===== src/rtl/mmio_port_bridge_pkg.sv =====
// rtl/mmio_port_bridge_pkg.sv - shared register map and bit indices for the MMIO port bridge
package mmio_port_bridge_pkg;

    localparam logic [31:0] DEFAULT_BASE_ADDR = 32'hFFFF_0000;

    localparam logic [7:0] OFF_OUT    = 8'h00;
    localparam logic [7:0] OFF_IN     = 8'h04;
    localparam logic [7:0] OFF_STATUS = 8'h08;
    localparam logic [7:0] OFF_TCNT   = 8'h0C;
    localparam logic [7:0] OFF_TCMP   = 8'h10;
    localparam logic [7:0] OFF_CTRL   = 8'h14;

    localparam int STATUS_W     = 2;
    localparam int ST_IN_CHG    = 0;
    localparam int ST_TMR_MATCH = 1;

    localparam int CTRL_W       = 4;
    localparam int CTRL_TEN     = 0;
    localparam int CTRL_AUTOCLR = 1;
    localparam int CTRL_IE_CHG  = 2;
    localparam int CTRL_IE_TMR  = 3;

endpackage


===== src/rtl/mmio_port_bridge_input_sync.sv =====
// rtl/mmio_port_bridge_input_sync.sv - multi-stage input synchroniser with change pulse
module io_input_synchronizer #(
    parameter int WIDTH = 8,
    parameter int DEPTH = 2
) (
    input  logic             clk,
    input  logic             rst_n,
    input  logic [WIDTH-1:0] async_in,
    output logic [WIDTH-1:0] sync_out,
    output logic             change
);

    logic [WIDTH-1:0] stages [DEPTH];
    logic [WIDTH-1:0] prev;

    always_ff @(posedge clk or negedge rst_n) begin
        if (!rst_n) begin
            for (int i = 0; i < DEPTH; i++) begin
                stages[i] <= '0;
            end
            prev <= '0;
        end else begin
            stages[0] <= async_in;
            for (int i = 1; i < DEPTH; i++) begin
                stages[i] <= stages[i-1];
            end
            prev <= stages[DEPTH-1];
        end
    end

    assign sync_out = stages[DEPTH-1];
    // High for exactly one cycle after each new synchronised value appears.
    assign change   = (sync_out != prev);

endmodule


===== src/rtl/mmio_port_bridge.sv =====
// rtl/mmio_port_bridge.sv - MEM-stage MMIO slave: output port, synchronised input, timer, irq
module mmio_port_bridge
    import mmio_port_bridge_pkg::*;
#(
    parameter logic [31:0] BASE_ADDR   = DEFAULT_BASE_ADDR,
    parameter int          IN_WIDTH    = 8,
    parameter int          SYNC_STAGES = 2
) (
    input  logic                clk,
    input  logic                reset,
    input  logic [31:0]         Address,
    input  logic [31:0]         WriteData,
    input  logic                MemWrite,
    input  logic                MemRead,
    input  logic [IN_WIDTH-1:0] PortIn,
    output logic [31:0]         ReadData,
    output logic                IOSelect,
    output logic [31:0]         PortOut,
    output logic                Irq
);

    logic                hit;
    logic                wr_en;
    logic                rd_en;
    logic [7:0]          offset;
    logic                unused_addr_bits;

    logic [IN_WIDTH-1:0] in_sync;
    logic                in_change;

    logic [31:0]         tcnt;
    logic [31:0]         tcnt_next;
    logic [31:0]         tcmp;
    logic [CTRL_W-1:0]   ctrl;
    logic [STATUS_W-1:0] status;
    logic [STATUS_W-1:0] status_set;
    logic [STATUS_W-1:0] status_clr;
    logic [STATUS_W-1:0] status_next;
    logic                timer_match;

    logic wr_out, wr_status, wr_tcnt, wr_tcmp, wr_ctrl;

    // Byte lane bits are not decoded; any byte address inside a word hits that word.
    assign hit              = (Address[31:8] == BASE_ADDR[31:8]);
    assign offset           = {Address[7:2], 2'b00};
    assign unused_addr_bits = ^Address[1:0];
    assign IOSelect         = hit & (MemRead | MemWrite);
    assign wr_en            = hit & MemWrite;
    assign rd_en            = hit & MemRead;

    assign wr_out    = wr_en && (offset == OFF_OUT);
    assign wr_status = wr_en && (offset == OFF_STATUS);
    assign wr_tcnt   = wr_en && (offset == OFF_TCNT);
    assign wr_tcmp   = wr_en && (offset == OFF_TCMP);
    assign wr_ctrl   = wr_en && (offset == OFF_CTRL);

    io_input_synchronizer #(
        .WIDTH (IN_WIDTH),
        .DEPTH (SYNC_STAGES)
    ) u_in_sync (
        .clk      (clk),
        .rst_n    (reset),
        .async_in (PortIn),
        .sync_out (in_sync),
        .change   (in_change)
    );

    assign timer_match = ctrl[CTRL_TEN] & (tcnt == tcmp);

    // Software write beats the auto-clear reload, which beats counting.
    always_comb begin
        tcnt_next = tcnt;
        if (wr_tcnt) begin
            tcnt_next = WriteData;
        end else if (timer_match && ctrl[CTRL_AUTOCLR]) begin
            tcnt_next = '0;
        end else if (ctrl[CTRL_TEN]) begin
            tcnt_next = tcnt + 32'd1;
        end
    end

    // Set conditions win over a same-cycle write-1-to-clear.
    always_comb begin
        status_set               = '0;
        status_set[ST_IN_CHG]    = in_change;
        status_set[ST_TMR_MATCH] = timer_match;
        status_clr               = wr_status ? WriteData[STATUS_W-1:0] : '0;
        status_next              = status_set | (status & ~status_clr);
    end

    always_comb begin
        ReadData = '0;
        if (rd_en) begin
            case (offset)
                OFF_OUT:    ReadData = PortOut;
                OFF_IN:     ReadData = 32'(in_sync);
                OFF_STATUS: ReadData = 32'(status);
                OFF_TCNT:   ReadData = tcnt;
                OFF_TCMP:   ReadData = tcmp;
                OFF_CTRL:   ReadData = 32'(ctrl);
                default:    ReadData = '0;
            endcase
        end
    end

    always_ff @(posedge clk or negedge reset) begin
        if (!reset) begin
            PortOut <= '0;
            tcnt    <= '0;
            tcmp    <= '0;
            ctrl    <= '0;
            status  <= '0;
            Irq     <= 1'b0;
        end else begin
            if (wr_out) begin
                PortOut <= WriteData;
            end
            if (wr_tcmp) begin
                tcmp <= WriteData;
            end
            if (wr_ctrl) begin
                ctrl <= WriteData[CTRL_W-1:0];
            end
            tcnt   <= tcnt_next;
            status <= status_next;
            Irq    <= (status[ST_IN_CHG] & ctrl[CTRL_IE_CHG]) |
                      (status[ST_TMR_MATCH] & ctrl[CTRL_IE_TMR]);
        end
    end

endmodule


===== config.mk =====
export PLATFORM = sky130hd
export DESIGN_NAME = mmio_port_bridge
export DESIGN_NICKNAME = d
export VERILOG_FILES = /design/src/rtl/mmio_port_bridge_pkg.sv /design/src/rtl/mmio_port_bridge_input_sync.sv /design/src/rtl/mmio_port_bridge.sv
export SDC_FILE = /design/constraint.sdc
export NUM_CORES = 1
export LEC_CHECK = 0
export CAP_MARGIN = 25
export CORE_MARGIN = 2
export CORE_UTILIZATION = 25
export CTS_CLUSTER_SIZE = 10
export DETAILED_ROUTE_END_ITERATION = 7
export DONT_BUFFER_PORTS = 1
export GPL_TIMING_DRIVEN = 0
export SYNTH_ARGS = -nofsm -noshare
export SYNTH_HDL_FRONTEND = slang
export SYNTH_SLANG_ARGS = --single-unit

===== constraint.sdc =====
create_clock -name clk -period 2.89 [get_ports clk]
set_clock_uncertainty 0.05 [all_clocks]
set_input_delay 0.578 -clock clk [delete_from_list [all_inputs] [get_ports clk]]
set_output_delay 0.578 -clock clk [all_outputs]
set_load 0.01 [all_outputs]

Word level (Yosys, flattened, before mapping)
Index checks and enable logic that the tools add are counted.
{ "word_totals": {"regBits": 127, "input_bits": 76, "output_inout_bits": 66, "elab_cells": 43} }
{ "op_classes": {"addsub": 1, "eq_ne": 8, "mux": 6, "bitwise_logic": 11, "reduce_logical": 8} }
{ "op_table": {"columns": ["cell", "n"], "rows": [
  ["32-bit one-hot mux with 6 select lines", 1],
  ["32-bit two-way mux", 4],
  ["32-bit by 1-bit adder with 32-bit output, second input constant", 1],
  ["32-bit == test", 1],
  ["24-bit == test, second input constant", 1],
  ["6-bit by 2-bit == test with 1-bit output, second input constant", 2],
  ["6-bit by 3-bit == test with 1-bit output, second input constant", 2],
  ["8-bit zero test", 1],
  ["8-bit inequality test", 1],
  ["1-bit bitwise AND", 6],
  ["6-bit by 1-bit == test with 1-bit output, second input constant", 1],
  ["1-bit logical AND", 6],
  ["3-bit nonzero test", 1],
  ["2-bit bitwise AND", 1],
  ["2-bit two-way mux", 1],
  ["2-bit NOT", 1],
  ["1-bit bitwise OR", 2],
  ["2-bit bitwise OR", 1]
]} }

Longest topological paths before layout
Gate-level depths: netlist of the first run.
{ "depth": {"depth_word": 7, "depth_mapped": 9} }

Cells and area by module
A second synthesis of the first run with hierarchy kept.
{ "hier_totals": {"cells_unflattened": 612, "hier_area_um2": 6656.4} }
{ "modules_own_cells": {"columns": ["mod", "instances", "cells_each", "area_each_um2", "seq_area_each_um2"], "rows": [
  ["mmio_port_bridge", 1, 569, 5909.4, 2577.5],
  ["io_input_synchronizer", 1, 43, 747.0, 600.6]
]} }

Worst setup path before layout of the first run
OpenSTA, ideal clock, no wires.
{ "synth_timing": {"kind": "input to output", "from": "in Address[9]", "to": "out ReadData[2]", "t_arrival_ns": 2.325, "setup_slack_ns": -0.063, "cell_stages": 6, "n_path_buf": 1, "path_cell_list": "or4_1 > nor4_2 > nand3_1 > a211o_1 > clkbuf_1 > a21oi_1"} }
{ "synth_via": {"elab_chain_cells": 3} }
{ "synth_rtl": {"columns": ["element", "line_no", "text"], "rows": [
  ["from (decl)", "mmio_port_bridge.sv:11", "input logic [31:0] Address,"],
  ["24-bit == test", "mmio_port_bridge.sv:44", "assign hit = (Address[31:8] == BASE_ADDR[31:8]);"],
  ["1-bit bitwise AND", "mmio_port_bridge.sv:49", "assign rd_en = hit & MemRead;"],
  ["32-bit two-way mux", "mmio_port_bridge.sv:93", "if (rd_en) begin"],
  ["to (decl)", "mmio_port_bridge.sv:16", "output logic [31:0] ReadData,"]
]} }
No other way between the ends.

Worst setup path in the final report of the first run
{ "layout_timing": {"from": "in Address[9]", "to": "out ReadData[5]"} }
The elaborated chain is that of the path after synthesis.

==> results.toml, run 1 <==
[power]
power_leakage_nw = 3.12
max-vdd-ir-drop_mv = 0.304
power.density_nw_per_um2 = 498

[die]
pin_count = 142
coreArea_um2 = 25300
start_util_pct = 25.6
dieHeight_um = 165
fp.dieArea_um2 = 27200
fp.dieW_um = 165
row_count = 58

[timing]
period_share_pct = 98.6
fmax_ghz = 0.351
maxSlewHeadroom_pct = 41.3
rsz0062_at_grt = "yes"
min_period_ps = 2850
finalSetupViolCount = 0
finalHoldViolations = 127
tightest_slew_ps = 881
hold_slack_ps = -198
slew_violations = 0

[worst_setup_path]
cp.required_ps = 2260
crit_fanout = 10
critPathKind = "input port to output pin"
arrival_ps = 2220
cp-end-kind = "output pin"
cp-start-kind = "input port"

[finish]
fin_util_pct = 31.0
fin_nets = 690
postLayoutCellArea_um2 = 7860
syn_to_final_growth_pct = 21.4
drive_gt1_share_pct = 26.2
final_cells = 956
diodes = 0

[global_routing]
antenna_found_initial = 0
grt_pass1_vias = 5102
grt_overflow = 0
grt_pass1_wl_um = 31800
grt_use_total_pct = 15.9
grt_max_degree = 128

[logic_synthesis]
post-synth-top-count-cell = "dfrtp_1"
yosysSeqAreaShare_pct = 49.1
netlist_top_cells_count = "dfrtp_1 (127), mux2_2 (67), nand2_1 (54)"
synth_fp_nets = 669
synth_ff_type = "dfrtp_1"
ys_top_cells_by_area = "dfrtp_1 (49%), mux2_2 (12%), xnor2_1 (5.4%)"
yosys_warnings = 0
yosysTopAreaCellShare_pct = 49.1
synth_edf_count = 0
async_reset_ff_share_pct = 100
yosys_register_bits = 127
syn_area_um2 = 6480
synth_top_area_cell = "dfrtp_1"
syn_avg_cell_area_um2 = 10.9
synthCells = 592
yosys.cell_types.count = 46

[placed_design]
place.gp.congestion = 0.899
placedCellCount = 922
hpwlAfterDp_um = 15300
placed_cell_area_um2 = 6930
numPortBuffers = 0

[cts]
clock_sinks = 127
cts_inserted_buffers = 17
clk_path_buf_depth = 2
cts-root-buf = "clkbuf_16"
clk_pin_slew_ps = 60
cts_tree = "built"
worstSkewPairLatency_ps = 440
htreeDepth = 4

[outcome]
status = "finished with violations"
failed_checks = "negative hold slack"

[route]
wirelength_um = 21000
drt_iter0_markers = 427
vias = 5014
via_per_inst = 5.24
drc_errors = 0
ant_nets = 0
drtPass1Iterations = 8
wl_per_cell_um = 21.9

[hold_path]
hold_class = "input port to async pin"

[job]
maxCapViolations = 0
-- flip-flops by register name, summed over array words and instances (netlist names) --
signal	count
tcnt	32
u_in_sync.stages	8
ctrl	4
PortOut	32
tcmp	32
u_in_sync.sync_out	8
u_in_sync.prev	8
status	2
Irq	1
-- where the power goes --
part           total [mW]  internal (mW)  switching (mW)
clock network        2.06           1.19           0.872
logic              0.0484         0.0243          0.0241
registers            1.81           1.80          0.0111
-- critical path: stages --
cell	delay (ps)
or4_4	530
nor4_4	260
nand3_2	140
a211o_4	340
buf_12	180
a21oi_4	180
-- area by class of cell --
| type | instances | area, um^2 |
|---|---|---|
| buffer | 43 | 239 |
| clock buffer | 17 | 425 |
| clock inverter | 15 | 136 |
| fill | 2562 | 17500 |
| inverter | 9 | 33.8 |
| multi-input combinational | 413 | 3420 |
| sequential | 127 | 3180 |
| tap | 330 | 413 |
| timing repair buffer | 2 | 15.0 |
-- per-layer routing --
metal	wire length, um	up-vias	track usage [%]
li1	-	2254	-
met1	8820	2556	19.9
met2	9940	176	25.4
met3	1800	28	5.63
met4	407	0	5.53
met5	0	-	0
-- per-stage QoR --
stage / setup WS (ps) / TNS (ps) / hold slack (ps) / total power, mW
floorplan: 26.3 / 0 / 232 / 1.87
global placement: -804 / -38520 / 242 / 1.88
detailed placement: -795 / -35470 / 241 / 1.88
CTS: 0.442 / 0 / -218 / 3.94
global route: -36.1 / -469 / -209 / 4.02
finish: 39.7 / 0 / -198 / 3.91
-- worst paths after layout --
path / start / end / slack (ps) / depth (start not counted)
setup / recovery: Address[9] / ReadData[5] / 40 / 6
hold / removal: reset / u_in_sync.stages[8]$_DFF_PN0_ / -200 / 0
setup reg to reg: tcnt[8]$_DFFE_PN0P_ / tcnt[10]$_DFFE_PN0P_ / 110 / 6
hold reg to reg: u_in_sync.stages[9]$_DFF_PN0_ / u_in_sync.sync_out[1]$_DFF_PN0_ / 300 / 0
max in group asynchronous: reset / tcnt[10]$_DFFE_PN0P_ / 2700 / 0
min in group clk: PortIn[7] / u_in_sync.stages[15]$_DFF_PN0_ / 120 / 0
-- cell families after synthesis --
kind of cell | synth area share [%]
and+or+nand+nor | 15.4
DFF | 49.1
AOI/OAI and AO/OA | 11.1
muxes | 12.8
xor gates and xnor gates | 8.25
buffers and inverters | 3.24
adders and majority gates | 0.193
-- layout by cell type, fill, tap and decap left out, drive strengths merged, types with 2 or more instances in the layout --
master and n:
nor4 17, a21oi 6, nand2b 4, nand4 16, nor2b 13, or3 3
nor3 7, clkinv 7, or4 6, mux2 73, and4 6, clkbuf 46
xnor2 40, o21ai 2, nand2 54, o31ai 32, a222oi 32, a2111oi 3
buf 16, dfrtp 127, inv 12, nand3 20, clkinvlp 4, a22o 4
xor2 21, and3 4, nor2 38
-- what timing repair did --
item	4_1_cts	5_1_grt
gates cloned	0	0
buffers inserted	2	0
resized for setup	65	33
hold endpoints to repair	127	127
endpoints found under the setup margin	42	42
pin swaps	1	11
(Power assumes the default switching activity.)
==> inputs of run 2 (changes only) <==
- PLACE_DENSITY: not set -> 0.49
==> results.toml, run 2 (synthesis gave the netlist of run 1 again) <==
[timing]
hold_slack_ps = -194
maxSlewHeadroom_pct = 37.3
period_share_pct = 98.1
min_period_ps = 2830
fmax_ghz = 0.353
tightest_slew_ps = 932
slew_violations = 0
rsz0062_at_grt = "no"
finalHoldViolations = 127
finalSetupViolCount = 0

[placed_design]
numPortBuffers = 0
hpwlAfterDp_um = 15800
placedCellCount = 922
placed_cell_area_um2 = 6930
place.gp.congestion = 0.854

[route]
drt_iter0_markers = 481
wl_per_cell_um = 22.7
drc_errors = 0
via_per_inst = 5.22
vias = 4993
drtPass1Iterations = 8
ant_nets = 0
wirelength_um = 21700

[worst_setup_path]
cp-end-kind = "flop"
cp.required_ps = 3120
r2r_slack_ps = 60
slowest_stage = "nor4_4"
cp-start-kind = "flop"
crit_fanout = 10
cp_num_buf_inv = 1
critPathKind = "flop to flop"
cpPeakStageDelay_ps = 640
arrival_ps = 3070
crit_family = "simple AND/OR/NAND/NOR gates"
crit_chain = "nor2b_2, or4_1, or4b_4, nor4_4, buf_6, o31ai_1"

[global_routing]
antenna_found_initial = 0
grt_overflow = 0
grt_pass1_vias = 5119
grtUsageMet2_pct = 25.2
top_usage_layer = "met2"
grt_use_total_pct = 16.6
met3_usage_pct = 6.20
grt_pass1_wl_um = 33000
grt_max_degree = 128
met1_usage_pct = 21.6

[die]
coreArea_um2 = 25300
fp.dieArea_um2 = 27200
start_util_pct = 25.6
fp.dieW_um = 165
dieHeight_um = 165
pin_count = 142
row_count = 58

[finish]
syn_to_final_growth_pct = 21.8
final_cells = 956
drive_gt1_share_pct = 26.7
fin_nets = 690
layout_commonest_cell = "dfrtp_1"
mostFrequentLayoutCells = "dfrtp_1 (127), mux2_2 (67), nand2_1 (54), xnor2_1 (40), a222oi_1 (32)"
fillers = 2608
postLayoutCellArea_um2 = 7890
top_regs = "PortOut (32), tcmp (32), tcnt (32)"
diodes = 0

[power]
power_mw = 3.96
power.density_nw_per_um2 = 501
power_leakage_nw = 3.14
max-vdd-ir-drop_mv = 0.317

[cts]
worstSkewPairLatency_ps = 430
htreeDepth = 4
clk_pin_slew_ps = 70
clk_path_buf_depth = 2
cts_tree = "built"
cts_inserted_buffers = 17
clock_sinks = 127
cts-root-buf = "clkbuf_16"

[job]
maxCapViolations = 0

[hold_path]
hold_class = "input port to async pin"

[outcome]
failed_checks = "negative hold slack"
status = "finished with violations"
-- run 2: final cells by class --
type | count | area [um^2] | share of cell area (%)
clock inverters | 15 | 139 | 1.76
well taps | 330 | 413 | 5.23
multi-input cells | 413 | 3420 | 43.4
flip-flops and latches | 127 | 3180 | 40.3
repair buffers | 3 | 22.5 | 0.285
clock buffers | 17 | 425 | 5.39
inverters | 9 | 33.8 | 0.428
plain buffers | 42 | 258 | 3.27
-- run 2: power breakdown --
group / internal (mW) / switching [mW]
registers: 1.79 / 0.0111
logic: 0.0252 / 0.0254
clock network: 1.14 / 0.958
total: 2.96 / 0.995
-- run 2: metal layers --
layer / part of all wire, % / vias to the layer above
met3: 8.8 / 22
met5: 0 / -
met1: 44 / 2542
met4: 1.8 / 0
met2: 45 / 160
li1: - / 2269
-- run 2: worst paths after layout --
| check | startpoint | to | cells past startpoint |
|---|---|---|---|
| setup / recovery | tcmp[25]$_DFFE_PN0P_ | tcnt[13]$_DFFE_PN0P_ | 6 |
| hold / removal | reset | u_in_sync.stages[11]$_DFF_PN0_ | 0 |
| setup reg to reg | tcmp[25]$_DFFE_PN0P_ | tcnt[13]$_DFFE_PN0P_ | 6 |
| hold reg to reg | u_in_sync.stages[9]$_DFF_PN0_ | u_in_sync.sync_out[1]$_DFF_PN0_ | 0 |
| max in group asynchronous | reset | tcnt[25]$_DFFE_PN0P_ | 0 |
| min in group clk | PortIn[5] | u_in_sync.stages[13]$_DFF_PN0_ | 0 |
-- run 2: through the flow --
stage | utilization, % | TNS [ps] | worst slack, ps
global route | 31.2 | 0 | 4.40
floorplan | - | 0 | 26.3
detailed placement | 27.3 | -43180 | -838
finish | 31.2 | 0 | 55.5
global placement | 27.3 | -45080 | -866
CTS | 30.8 | -320 | -37.6
-- run 2: repair_timing --
item,CTS,global route
setup endpoints to repair,52,42
pin swaps,3,3
resized for setup,72,36
endpoints found under the hold margin,127,127
buffers inserted,2,1
==> inputs of run 3 (changes only) <==
- REMOVE_ABC_BUFFERS: not set -> 1
==> results.toml, run 3 (synthesis gave the netlist of run 1 again) <==
[cts]
cts_tree = "built"
htreeDepth = 4
clock_sinks = 127
cts_inserted_buffers = 17
clk_pin_slew_ps = 60
clk_path_buf_depth = 2
worstSkewPairLatency_ps = 420
cts-root-buf = "clkbuf_16"

[route]
wl_per_cell_um = 21.9
vias = 4878
drtPass1Iterations = 6
ant_nets = 0
drc_errors = 0
drt_iter0_markers = 337
wirelength_um = 20200
via_per_inst = 5.29

[timing]
min_period_ps = 2900
finalSetupViolCount = 6
setup_ws_ps = -14.3
tightest_slew_ps = 896
fmax_ghz = 0.344
rsz0062_at_grt = "yes"
maxSlewHeadroom_pct = 40.0
slew_violations = 0
hold_slack_ps = -186
finalSetupTns_ps = -55.1
finalHoldViolations = 127
period_share_pct = 100

[outcome]
status = "finished with violations"
failed_checks = "negative hold slack, negative setup slack"

[placed_design]
hpwlAfterDp_um = 14200
numPortBuffers = 0
dpl_worst_slack_ps = -683
placed_cell_area_um2 = 6860
place.gp.congestion = 0.798

[die]
row_count = 58
coreArea_um2 = 25300
pin_count = 142
dieHeight_um = 165
start_util_pct = 25.6
fp.dieArea_um2 = 27200
fp.dieW_um = 165

[worst_setup_path]
cp-start-kind = "input port"
crit_family = "simple AND/OR/NAND/NOR gates"
crit_start = "Address[9]"
r2r_cells = 6
critPathKind = "input port to output pin"
arrival_ps = 2280
cp_num_buf_inv = 1
crit_chain = "or4_4, nor4_4, nand3_2, a211o_4, bufbuf_16, nor2_4"
cp-end-kind = "output pin"
slowest_stage = "or4_4"
cp.required_ps = 2260
timing.rr.start = "tcnt[13]$_DFFE_PN0P_"
crit_cells = 6
cpPeakStageDelay_ps = 540
crit_fanout = 6

[finish]
drive_gt1_share_pct = 26.9
diodes = 0
layout_commonest_cell = "dfrtp_1"
top_regs = "PortOut (32), tcmp (32), tcnt (32)"
fillers = 2583
syn_to_final_growth_pct = 20.4
mostFrequentLayoutCells = "dfrtp_1 (127), mux2_2 (67), nand2_1 (52), xnor2_1 (40), a222oi_1 (32)"
postLayoutCellArea_um2 = 7800
fin_nets = 656

[global_routing]
grt_pass1_vias = 5198
grt_max_degree = 128
grt_overflow = 0
grt_pass1_wl_um = 31200
grt_use_total_pct = 15.3
antenna_found_initial = 0

[power]
power_leakage_nw = 3.10
max-vdd-ir-drop_mv = 0.371
power.density_nw_per_um2 = 514

[hold_path]
hold_class = "input port to async pin"

[job]
maxCapViolations = 0
==> run 3: layer usage <==
layer	track usage, %	routed length, um	vias to the layer above
li1	-	-	2196
met1	21.0	9090	2479
met2	24.3	9440	189
met3	3.77	1460	14
met4	3.79	235	0
met5	0	0	-
==> run 3: stage by stage <==
step	utilization, %	cells	total power [mW]	hold slack, ps
floorplan	-	549	1.87	232
global placement	26.5	879	1.88	238
detailed placement	27.1	885	1.88	241
CTS	30.6	922	4.05	-210
global route	30.8	922	4.13	-209
finish	30.8	922	4.00	-186
==> run 3: what timing repair did <==
action                     in CTS  in global routing
cloned                          2                  0
gates resized for setup        59                  9
buffers inserted                3                  0
pin swaps                       7                  3
setup endpoints to repair      62                 30
hold endpoints to repair      127                127
==> run 3: path summary, 6_finish.rpt <==
path | endpoint | slack (ps)
min | PortOut[6]$_DFFE_PN0P_ | -190
max | ReadData[12] | -10
min reg2reg | u_in_sync.sync_out[7]$_DFF_PN0_ | 290
min in group clk | u_in_sync.stages[9]$_DFF_PN0_ | 130
max in group asynchronous | Irq$_DFF_PN0_ | 2680
max reg2reg | tcnt[7]$_DFFE_PN0P_ | 110
==> run 3: power breakdown <==
part	switching (mW)	internal (mW)	leakage, nW
logic	0.0224	0.0243	1.26
registers	0.0102	1.80	1.55
clock network	0.848	1.30	0.292
==> run 3: layout make-up <==
cell class              instances  area (um^2)  share of cell area, %
multi-input cells             413         3370                   43.3
clock inverters                14          153                   1.96
inverters                       9         33.8                  0.433
clock buffers                  18          439                   5.63
flip-flops and latches        127         3180                   40.8
repair buffers                 11          208                   2.66
well taps                     330          413                   5.30
